$ cat src/rtl/npu_pkg.sv
// ---------------------------------------------------------------------------
// npu_pkg
// Shared definitions for the MAC/pool unit: controller state encoding,
// bit positions inside the finalize control byte (in0) and the requant
// configuration byte (in_param), and the default accumulator width.
// ---------------------------------------------------------------------------
package npu_pkg;

    // Controller states: waiting for a header, collecting taps, waiting for
    // the finalize beat, and streaming four unpooled bytes.
    typedef enum logic [1:0] {
        IDLE  = 2'd0,
        ACCUM = 2'd1,
        FINAL = 2'd2,
        DRAIN = 2'd3
    } state_e;

    // Finalize control byte (carried on in0)
    localparam int CTRL_RELU = 7;
    localparam int CTRL_POOL = 6;
    localparam int CTRL_OE   = 0;

    // Requant configuration byte (carried on in_param during finalize)
    localparam int CFG_SHIFT_MSB = 4;
    localparam int CFG_SHIFT_LSB = 0;
    localparam int CFG_ROUND     = 5;

    localparam int ACC_W_DEFAULT = 24;

endpackage

$ cat src/rtl/npu_requant.sv
// ---------------------------------------------------------------------------
// npu_requant
// Purely combinational requantisation of one accumulator lane to one byte:
// optional round-half-up, arithmetic right shift, then clamp to an unsigned
// [0,255] range when ReLU is active or a signed [-128,127] range otherwise.
//
// Ports:
//   x_i      signed accumulator value (ACC_W bits)
//   shift_i  right-shift amount S (0..31)
//   round_i  add 2^(S-1) before shifting when S is non-zero
//   relu_i   selects the unsigned clamp range
//   y_o      resulting byte (two's complement when relu_i is low)
// ---------------------------------------------------------------------------
module npu_requant
    import npu_pkg::*;
#(
    parameter int ACC_W = ACC_W_DEFAULT
) (
    input  logic signed [ACC_W-1:0] x_i,
    input  logic        [4:0]       shift_i,
    input  logic                    round_i,
    input  logic                    relu_i,
    output logic        [7:0]       y_o
);

    // Working width leaves room for a rounding constant of up to 2^30 on top
    // of the full accumulator range, so large shifts never wrap.
    localparam int WW = ACC_W + 33;

    localparam logic signed [WW-1:0] U_MAX = 255;
    localparam logic signed [WW-1:0] S_MAX = 127;
    localparam logic signed [WW-1:0] S_MIN = -128;
    localparam logic signed [WW-1:0] ZERO  = 0;

    logic signed [WW-1:0] xWide;
    logic signed [WW-1:0] rndConst;
    logic signed [WW-1:0] sumWide;
    logic signed [WW-1:0] shifted;

    // Round, shift and saturate to the selected byte range.
    always_comb begin
        xWide    = {{33{x_i[ACC_W-1]}}, x_i};
        rndConst = '0;
        if (round_i && (shift_i != 5'd0)) begin
            rndConst = {{(WW-1){1'b0}}, 1'b1} << (shift_i - 5'd1);
        end
        sumWide = xWide + rndConst;
        shifted = sumWide >>> shift_i;
        y_o     = shifted[7:0];
        if (relu_i) begin
            if (shifted < ZERO) begin
                y_o = 8'h00;
            end else if (shifted > U_MAX) begin
                y_o = 8'hFF;
            end
        end else begin
            if (shifted < S_MIN) begin
                y_o = 8'h80;
            end else if (shifted > S_MAX) begin
                y_o = 8'h7F;
            end
        end
    end

endmodule

$ cat src/rtl/npu_mac_pool_unit.sv
// ---------------------------------------------------------------------------
// npu_mac_pool_unit
// Four parallel MAC lanes (one per conv position of a 2x2 pool window)
// driven by a header / tap / finalize beat protocol. Finalize applies an
// optional ReLU and 2x2 max-pool, then requantises to bytes for write-back.
//
// Ports:
//   clk, reset      clock; asynchronous active-high reset
//   in_valid        beat valid; a beat moves when in_valid && in_ready
//   in_ready        low only while four unpooled bytes are streamed out
//   in0..in3        pixel lanes (unsigned); in1 = tap count on header,
//                   in0 = control byte on finalize
//   in_param        bias (header), weight (tap) or requant config (finalize)
//   D_out           result byte, qualified by out_valid (one cycle per byte)
//   result_count    running count of emitted bytes (16-bit, wraps)
//   err             sticky flag: header requested more than MAX_TAPS taps
// ---------------------------------------------------------------------------
module npu_mac_pool_unit
    import npu_pkg::*;
#(
    parameter int ACC_W      = ACC_W_DEFAULT,
    parameter int BIAS_SHIFT = 8,
    parameter int MAX_TAPS   = 9
) (
    input  logic        clk,
    input  logic        reset,
    input  logic        in_valid,
    output logic        in_ready,
    input  logic [7:0]  in0,
    input  logic [7:0]  in1,
    input  logic [7:0]  in2,
    input  logic [7:0]  in3,
    input  logic [7:0]  in_param,
    output logic [7:0]  D_out,
    output logic        out_valid,
    output logic [15:0] result_count,
    output logic        err
);

    state_e state_q, state_d;

    logic signed [ACC_W-1:0] acc_q [4];
    logic        [7:0]       tapcnt_q;
    logic                    err_q;

    // Finalize pipeline: F1 holds post-ReLU (or pooled) lanes plus the
    // requant config; pending_q counts bytes still to be emitted from F1.
    logic signed [ACC_W-1:0] f1Lane_q [4];
    logic        [4:0]       f1Shift_q;
    logic                    f1Round_q;
    logic                    f1Relu_q;
    logic        [2:0]       pending_q;
    logic        [1:0]       sel_q;

    logic [7:0]  dOut_q;
    logic        outValid_q;
    logic [15:0] resultCount_q;

    logic                    accept;
    logic                    finAccept;
    logic        [7:0]       laneIn   [4];
    logic signed [ACC_W-1:0] biasInit;
    logic signed [16:0]      prod     [4];
    logic signed [ACC_W:0]   sumWide  [4];
    logic signed [ACC_W-1:0] accNext  [4];
    logic signed [ACC_W-1:0] reluLane [4];
    logic signed [ACC_W-1:0] poolMax;
    logic        [7:0]       rqByte;

    assign laneIn[0] = in0;
    assign laneIn[1] = in1;
    assign laneIn[2] = in2;
    assign laneIn[3] = in3;

    assign accept    = in_valid && in_ready;
    assign finAccept = accept && (state_q == FINAL) && in0[CTRL_OE];

    assign biasInit = $signed({{(ACC_W-8){in_param[7]}}, in_param}) <<< BIAS_SHIFT;

    // Controller state register.
    always_ff @(posedge clk or posedge reset) begin
        if (reset) begin
            state_q <= IDLE;
        end else begin
            state_q <= state_d;
        end
    end

    // Next-state logic. DRAIN lasts until the last of the four unpooled
    // bytes is being registered, so in_ready is low for exactly 4 cycles.
    always_comb begin
        state_d  = state_q;
        in_ready = (state_q != DRAIN);
        case (state_q)
            IDLE: begin
                if (accept) begin
                    state_d = (in1 != 8'd0) ? ACCUM : FINAL;
                end
            end
            ACCUM: begin
                if (accept && (tapcnt_q == 8'd1)) begin
                    state_d = FINAL;
                end
            end
            FINAL: begin
                if (accept) begin
                    state_d = (in0[CTRL_OE] && !in0[CTRL_POOL]) ? DRAIN : IDLE;
                end
            end
            DRAIN: begin
                if (pending_q == 3'd1) begin
                    state_d = IDLE;
                end
            end
            default: state_d = IDLE;
        endcase
    end

    // Per-lane 9x9 signed multiply (pixel zero-extended) and saturating
    // accumulate; overflow is detected from the guard bit of the sum.
    always_comb begin
        for (int k = 0; k < 4; k++) begin
            prod[k]    = $signed({9'b0, laneIn[k]}) * $signed({{9{in_param[7]}}, in_param});
            sumWide[k] = {acc_q[k][ACC_W-1], acc_q[k]} + {{(ACC_W-16){prod[k][16]}}, prod[k]};
            if (sumWide[k][ACC_W] != sumWide[k][ACC_W-1]) begin
                accNext[k] = sumWide[k][ACC_W] ? {1'b1, {(ACC_W-1){1'b0}}}
                                               : {1'b0, {(ACC_W-1){1'b1}}};
            end else begin
                accNext[k] = sumWide[k][ACC_W-1:0];
            end
        end
    end

    // Accumulators, tap counter and the sticky error flag.
    always_ff @(posedge clk or posedge reset) begin
        if (reset) begin
            for (int k = 0; k < 4; k++) begin
                acc_q[k] <= '0;
            end
            tapcnt_q <= '0;
            err_q    <= 1'b0;
        end else if (accept) begin
            if (state_q == IDLE) begin
                for (int k = 0; k < 4; k++) begin
                    acc_q[k] <= biasInit;
                end
                tapcnt_q <= in1;
                if (in1 > 8'(MAX_TAPS)) begin
                    err_q <= 1'b1;
                end
            end else if (state_q == ACCUM) begin
                for (int k = 0; k < 4; k++) begin
                    acc_q[k] <= accNext[k];
                end
                tapcnt_q <= tapcnt_q - 8'd1;
            end
        end
    end

    // ReLU per lane, then the signed maximum across the pool window.
    always_comb begin
        for (int k = 0; k < 4; k++) begin
            reluLane[k] = (in0[CTRL_RELU] && acc_q[k][ACC_W-1]) ? '0 : acc_q[k];
        end
        poolMax = reluLane[0];
        for (int k = 1; k < 4; k++) begin
            if (reluLane[k] > poolMax) begin
                poolMax = reluLane[k];
            end
        end
    end

    // F1 stage and drain sequencer. A pooled result occupies slot 0 and
    // emits one byte; otherwise all four lanes are walked in order.
    always_ff @(posedge clk or posedge reset) begin
        if (reset) begin
            for (int k = 0; k < 4; k++) begin
                f1Lane_q[k] <= '0;
            end
            f1Shift_q <= '0;
            f1Round_q <= 1'b0;
            f1Relu_q  <= 1'b0;
            pending_q <= '0;
            sel_q     <= '0;
        end else if (finAccept) begin
            f1Shift_q <= in_param[CFG_SHIFT_MSB:CFG_SHIFT_LSB];
            f1Round_q <= in_param[CFG_ROUND];
            f1Relu_q  <= in0[CTRL_RELU];
            sel_q     <= '0;
            if (in0[CTRL_POOL]) begin
                f1Lane_q[0] <= poolMax;
                pending_q   <= 3'd1;
            end else begin
                for (int k = 0; k < 4; k++) begin
                    f1Lane_q[k] <= reluLane[k];
                end
                pending_q <= 3'd4;
            end
        end else if (pending_q != 3'd0) begin
            sel_q     <= sel_q + 2'd1;
            pending_q <= pending_q - 3'd1;
        end
    end

    npu_requant #(
        .ACC_W (ACC_W)
    ) u_requant (
        .x_i     (f1Lane_q[sel_q]),
        .shift_i (f1Shift_q),
        .round_i (f1Round_q),
        .relu_i  (f1Relu_q),
        .y_o     (rqByte)
    );

    // F2 output register; the byte counter advances with every valid byte.
    always_ff @(posedge clk or posedge reset) begin
        if (reset) begin
            dOut_q        <= '0;
            outValid_q    <= 1'b0;
            resultCount_q <= '0;
        end else begin
            outValid_q <= (pending_q != 3'd0);
            if (pending_q != 3'd0) begin
                dOut_q        <= rqByte;
                resultCount_q <= resultCount_q + 16'd1;
            end
        end
    end

    assign D_out        = dOut_q;
    assign out_valid    = outValid_q;
    assign result_count = resultCount_q;
    assign err          = err_q;

endmodule
$ cat config.mk
export PLATFORM = sky130hd
export DESIGN_NAME = npu_mac_pool_unit
export DESIGN_NICKNAME = d
export VERILOG_FILES = /design/src/rtl/npu_pkg.sv /design/src/rtl/npu_requant.sv /design/src/rtl/npu_mac_pool_unit.sv
export SDC_FILE = /design/constraint.sdc
export NUM_CORES = 2
export LEC_CHECK = 0
export CAP_MARGIN = 20
export CORE_UTILIZATION = 60
export DETAILED_ROUTE_END_ITERATION = 8
export GPL_ROUTABILITY_DRIVEN = 0
export MAX_ROUTING_LAYER = met4
export PLACE_DENSITY = 0.77
export SLEW_MARGIN = 20
export SYNTH_ARGS = -nofsm -noshare
export SYNTH_HDL_FRONTEND = slang
export SYNTH_SLANG_ARGS = --single-unit
$ cat constraint.sdc
create_clock -name clk -period 11.45 [get_ports clk]
set_clock_uncertainty 0.1 [all_clocks]
set_input_delay 1.7175 -clock clk [delete_from_list [all_inputs] [get_ports clk]]
set_output_delay 1.7175 -clock clk [all_outputs]
set_load 0.1 [all_outputs]
Word-level counts from Yosys, hierarchy flattened
Index checks and enable logic that the tools add are counted.
Widths: inputs -> output; s select.
- register bits: 240
- output and inout port bits: 27
- logic and storage cells: 122
- multipliers: 4
- muxes and demuxes: 41
- shift operators: 2
- bitwise logic cells: 2
- reduce and logical (&&, ||, !) cells: 21
- add/sub/neg operators: 10
- order comparisons: 9
- eq/ne operators: 14
- operator list (operator ; number):
    $mux 24 ; 18
    $mux 96 ; 2
    $add 24x17->25 ; 4
    $gt 24x24->1 ; 3
    $mul 9x8->17 ; 4
    $add 24x57->57 ; 1
    $gt 57x8->1 const B ; 1
    $gt 57x9->1 const B ; 1
    $lt 57x1->1 const B ; 1
    $lt 57x8->1 const B ; 1
    $mux 57 ; 1
    $shl 1x5->57 const A ; 1
    $sshr 57x5->57 ; 1
    $mux 8 ; 7
    $bmux 24 s2 ; 1
    $add 16x1->16 const B ; 1
    $mux 2 ; 8
    $logic_and 1x1->1 ; 10
    $ne 2x2->1 const B ; 5
    $mux 3 ; 3
    $eq 8x1->1 const B ; 1
    $gt 8x4->1 const B ; 1
    $pmux 2 s4 ; 1
    $reduce_bool 8->1 ; 1
    other kinds (19) ; 25

Depth between registers and ports, before layout
- word-level depth: 10
- depth in mapped cells: 53
- gate-level depth less buffers: 45

Hierarchy
A second synthesis with hierarchy kept.
- cells, all modules: 4112
- area, all modules: 34052.7 um^2
- by module, submodules not included (module ; times used ; area each (um^2) ; sequential area each (um^2) ; cells each):
    npu_mac_pool_unit ; 1 ; 27037.2 ; 6005.8 ; 3028
    npu_requant ; 1 ; 7015.5 ; 0.0 ; 1084

Worst setup path after synthesis
No wires, ideal clock.
- path kind: input -> register
- start point: input port in0[7]
- end point: register f1Lane_q[73] (netlist bit)
- data arrival time: 10.608 ns
- stages: 51
- library setup time: 0.069 ns
- data required time: 11.281 ns
- setup slack: 0.673 ns
- path through: clkbuf_1 -> nand2_1 -> clkbuf_1 -> clkbuf_1 -> nand2_1 -> ha_1 -> nor2b_1 -> o21a_1 -> o21a_1 -> o21a_1 -> o21a_1 -> o21ai_0 -> a21o_1 -> a21o_1 -> and2_1 -> clkbuf_1 -> clkbuf_1 -> nor2_1 -> (+15 left out) -> clkbuf_1 -> o21ai_0 -> o21ai_0 -> ha_1 -> nor2b_1 -> o21a_1 -> o21a_1 -> o21a_1 -> o21a_1 -> o21a_1 -> o21a_1 -> o21ai_0 -> a21boi_0 -> o31ai_1 -> nand3_1 -> clkbuf_1 -> or4_1 -> nand3_1
- longest elaborated chain between the ends: 9
- RTL lines (what ; RTL line ; text):
    from (decl) ; npu_mac_pool_unit.sv:29 ; input logic [7:0] in0,
    $logic_and 1x1->1 ; npu_mac_pool_unit.sv:163 ; reluLane[k] = (in0[CTRL_RELU] && acc_q[k][ACC_W-1]) ? '0 : acc_q[k];
    $mux 24 ; npu_mac_pool_unit.sv:163 ;
    $gt 24x24->1 ; npu_mac_pool_unit.sv:167 ; if (reluLane[k] > poolMax) begin
    $mux 24 ; npu_mac_pool_unit.sv:167 ;
    $gt 24x24->1 ; npu_mac_pool_unit.sv:167 ;
    $mux 24 ; npu_mac_pool_unit.sv:167 ;
    $gt 24x24->1 ; npu_mac_pool_unit.sv:167 ;
    $mux 24 ; npu_mac_pool_unit.sv:167 ;
    $mux 24 (*) ; npu_mac_pool_unit.sv:190 ; if (in0[CTRL_POOL]) begin
    to (signal, indexed assignment) ; npu_mac_pool_unit.sv:195 ; f1Lane_q[k] <= reluLane[k];
    to (decl) ; npu_mac_pool_unit.sv:48 ; logic signed [ACC_W-1:0] f1Lane_q [4];
Every way passes the cells marked *; elsewhere a longest branch is shown, timed or not.
A chain may end at the register's enable or synchronous reset.

==> metrics.txt <==
status=finished, final reports clean; biggest cell delay along the critical path=610 ps; DP Cell Count=4,606; Avg Inst Size Synth=8.391 um2; H-tree depth=1; Port Buffers=69; Top Layer Used=met4; Final Max Slew Viols=0; Remaining Overflow, GRT=0; crit path max fanout=65; Avg WL per Cell=22.47 um; worst hold slack=373.7 ps; worst hold stages=1; Ports=70; number of warnings issued by yosys=0; Cell variety after synth=110; Clock Latency Late Sink=590 ps; Crit-path slowest cell=clkdlybuf4s50_1; initial antenna violation count=2; sequential area share after synthesis=0.1805; postcts setup bufs=0; Avg Vias per Cell=6.581; placed cell areas=34,450 um2; hold crit path type=flip-flop to flip-flop; pin count of the biggest net entering global routing=134; synthesized flop and latch total=240; CTS tree=done; row count=85; starting density of the core=0.6122; drt total wl=104,800 um; Sink Count=240; CTS Hold Bufs=0; top_reg_cell synth=dfrtp_1; first-pass GRT wire length=165,500 um; cts bufs inserted=30; share of cells above drive strength 1=0.07238; most frequent CP cell=o21a_1; drt initial violations=3,418; DP HPWL=80,470 um; Req. time, crit path=11,860 ps; Vias=30,700; Slew HR=0.2288; Critical Path AT=11,360 ps; Max Cap Violations=0; Die Area=56,400 um2; Die Y=237.5 um; Fmax=0.09137 GHz; Worst-path clk slew=60 ps; Routed Antenna Nets=0; Slew @ Worst Pin=1128 ps; final std cells w/o fill=4,665; CP Capture Type=flip-flop; Post-synth EDFFs=0; Post-Syn Area=33,270 um2; final instance area=35,540 um2; wire length on met1=40,840 um; die extent in x=237.5 um; post-CTS resize count=0; crit path kind=primary input to flip-flop; first-pass detailed-route iteration total=8; setup violators final=0; Synth async-reset ratio=1.000; core area=54,350 um2; R2R depth=44; Mapped Cells=3,965; final worst path period need=10,940 ps; fin crit share=0.9559; Final nets=4,581; DRC errors left=0; WL met2=47,460 um; CTS root buffer=clkbuf_16; startpoint types=primary input; vias in the first global route=29,540; final hold vios=0; clk buf depth=3; syn_nets=4,646; Tot GR Track Use=0.3842; routed wl met3=9465 um; area growth from synthesis to layout=6.807%
## registers in the layout (all words and copies together), names as in the netlist
signal and flops:
D_out 8, acc_q 96, err 1, f1Lane_q 96
f1Relu_q 1, f1Round_q 1, f1Shift_q 5, out_valid 1
pending_q 3, result_count 16, sel_q 2, state_q 2
tapcnt_q 8
## cell usage after synthesis, drive strengths merged, types with 14 or more instances
cell type,count,area share
nor4,17,0.0036
clkbuf,170,0.019
nand2b,61,0.011
a21o,37,0.0083
nand4,46,0.0086
ha,427,0.16
mux4,38,0.026
nand2,392,0.045
mux2i,23,0.0070
buf,50,0.0071
a21oi,234,0.036
nor3,64,0.010
dfrtp,240,0.18
xnor2,60,0.016
or3,25,0.0049
o211ai,31,0.0071
nand3,92,0.014
o22ai,36,0.0068
and3,25,0.0047
or4,26,0.0059
fa,211,0.13
a221o,16,0.0048
mux2,51,0.017
or2,16,0.0030
a22oi,14,0.0032
o31ai,17,0.0042
xor2,42,0.011
and2,174,0.033
nor2b,22,0.0041
a221oi,38,0.011
a31oi,41,0.0082
o21a,39,0.0088
nor2,315,0.036
o21ai,267,0.040
a211oi,42,0.0098
inv,364,0.041
## cells in the final DEF (no fill, tap or decap), types with 91 or more instances in the layout
cell type    n
a21oi_1    225
ha_1       427
dfrtp_1    239
fa_1       211
nor2_1     314
nand3_1     91
o21ai_0    258
and2_1     169
nand2_1    387
inv_1      362
## area by class of cell
cell class,count,area (um2)
multi-input cells,3137,25040
diodes,2,5.005
inverters,368,1389
well taps,739,924.6
clock buffers,36,834.6
flip-flops and latches,240,6007
repair buffers,123,1111
clock inverters,20,222.7
fillers,4468,18810
## routing by layer
metal / up-vias / track usage
met2: 1659 / 0.6009
met3: 432 / 0.06248
li1: 13910 / -
met4: 0 / 0.2137
met1: 14700 / 0.4754
met5: - / -
## worst paths after layout
kind / start / to / slack, ps
max reg2reg: acc_q[71]$_DFFE_PP0P_ / f1Lane_q[86]$_DFFE_PP0P_ / 1540
min in group asynchronous: reset / f1Lane_q[19]$_DFFE_PP0P_ / 1580
min reg2reg: err$_DFFE_PP0P_ / err$_DFFE_PP0P_ / 370
max in group asynchronous: reset / f1Shift_q[2]$_DFFE_PP0P_ / 8380
max: in0[7] / f1Lane_q[86]$_DFFE_PP0P_ / 510
min: err$_DFFE_PP0P_ / err$_DFFE_PP0P_ / 370
## worst max-delay path: cells and delay by family
kind,cells,cell delay [ps]
AO/OA/AOI/OAI,26,4770
AND/OR/NAND/NOR,12,2290
buffers and inverters,4,1660
adder cells (fa/ha/maj),3,860
## kinds of logic after synthesis
logic type,synth area share
AOI/OAI and AO/OA,0.1956
xor gates and xnor gates,0.02685
adders and majority gates,0.2875
buffers and inverters,0.06788
DFF,0.1805
muxes,0.05013
other,0.0002257
and+or+nand+nor,0.1912
## through the flow
stage | setup WS, ps | setup TNS [ps] | util
2_1_floorplan | 673.2 | 0 | -
3_3_place_gp | 215.7 | 0 | 0.6338
3_5_place_dp | 98.61 | 0 | 0.6339
4_1_cts | 632.1 | 0 | 0.6533
5_1_grt | -28.21 | -43.46 | 0.6539
6_report | 505.2 | 0 | 0.6539
Power is left out: the tool's default activity adds up to more than one toggle a clock period on the data nets, which glitch-free logic cannot reach.
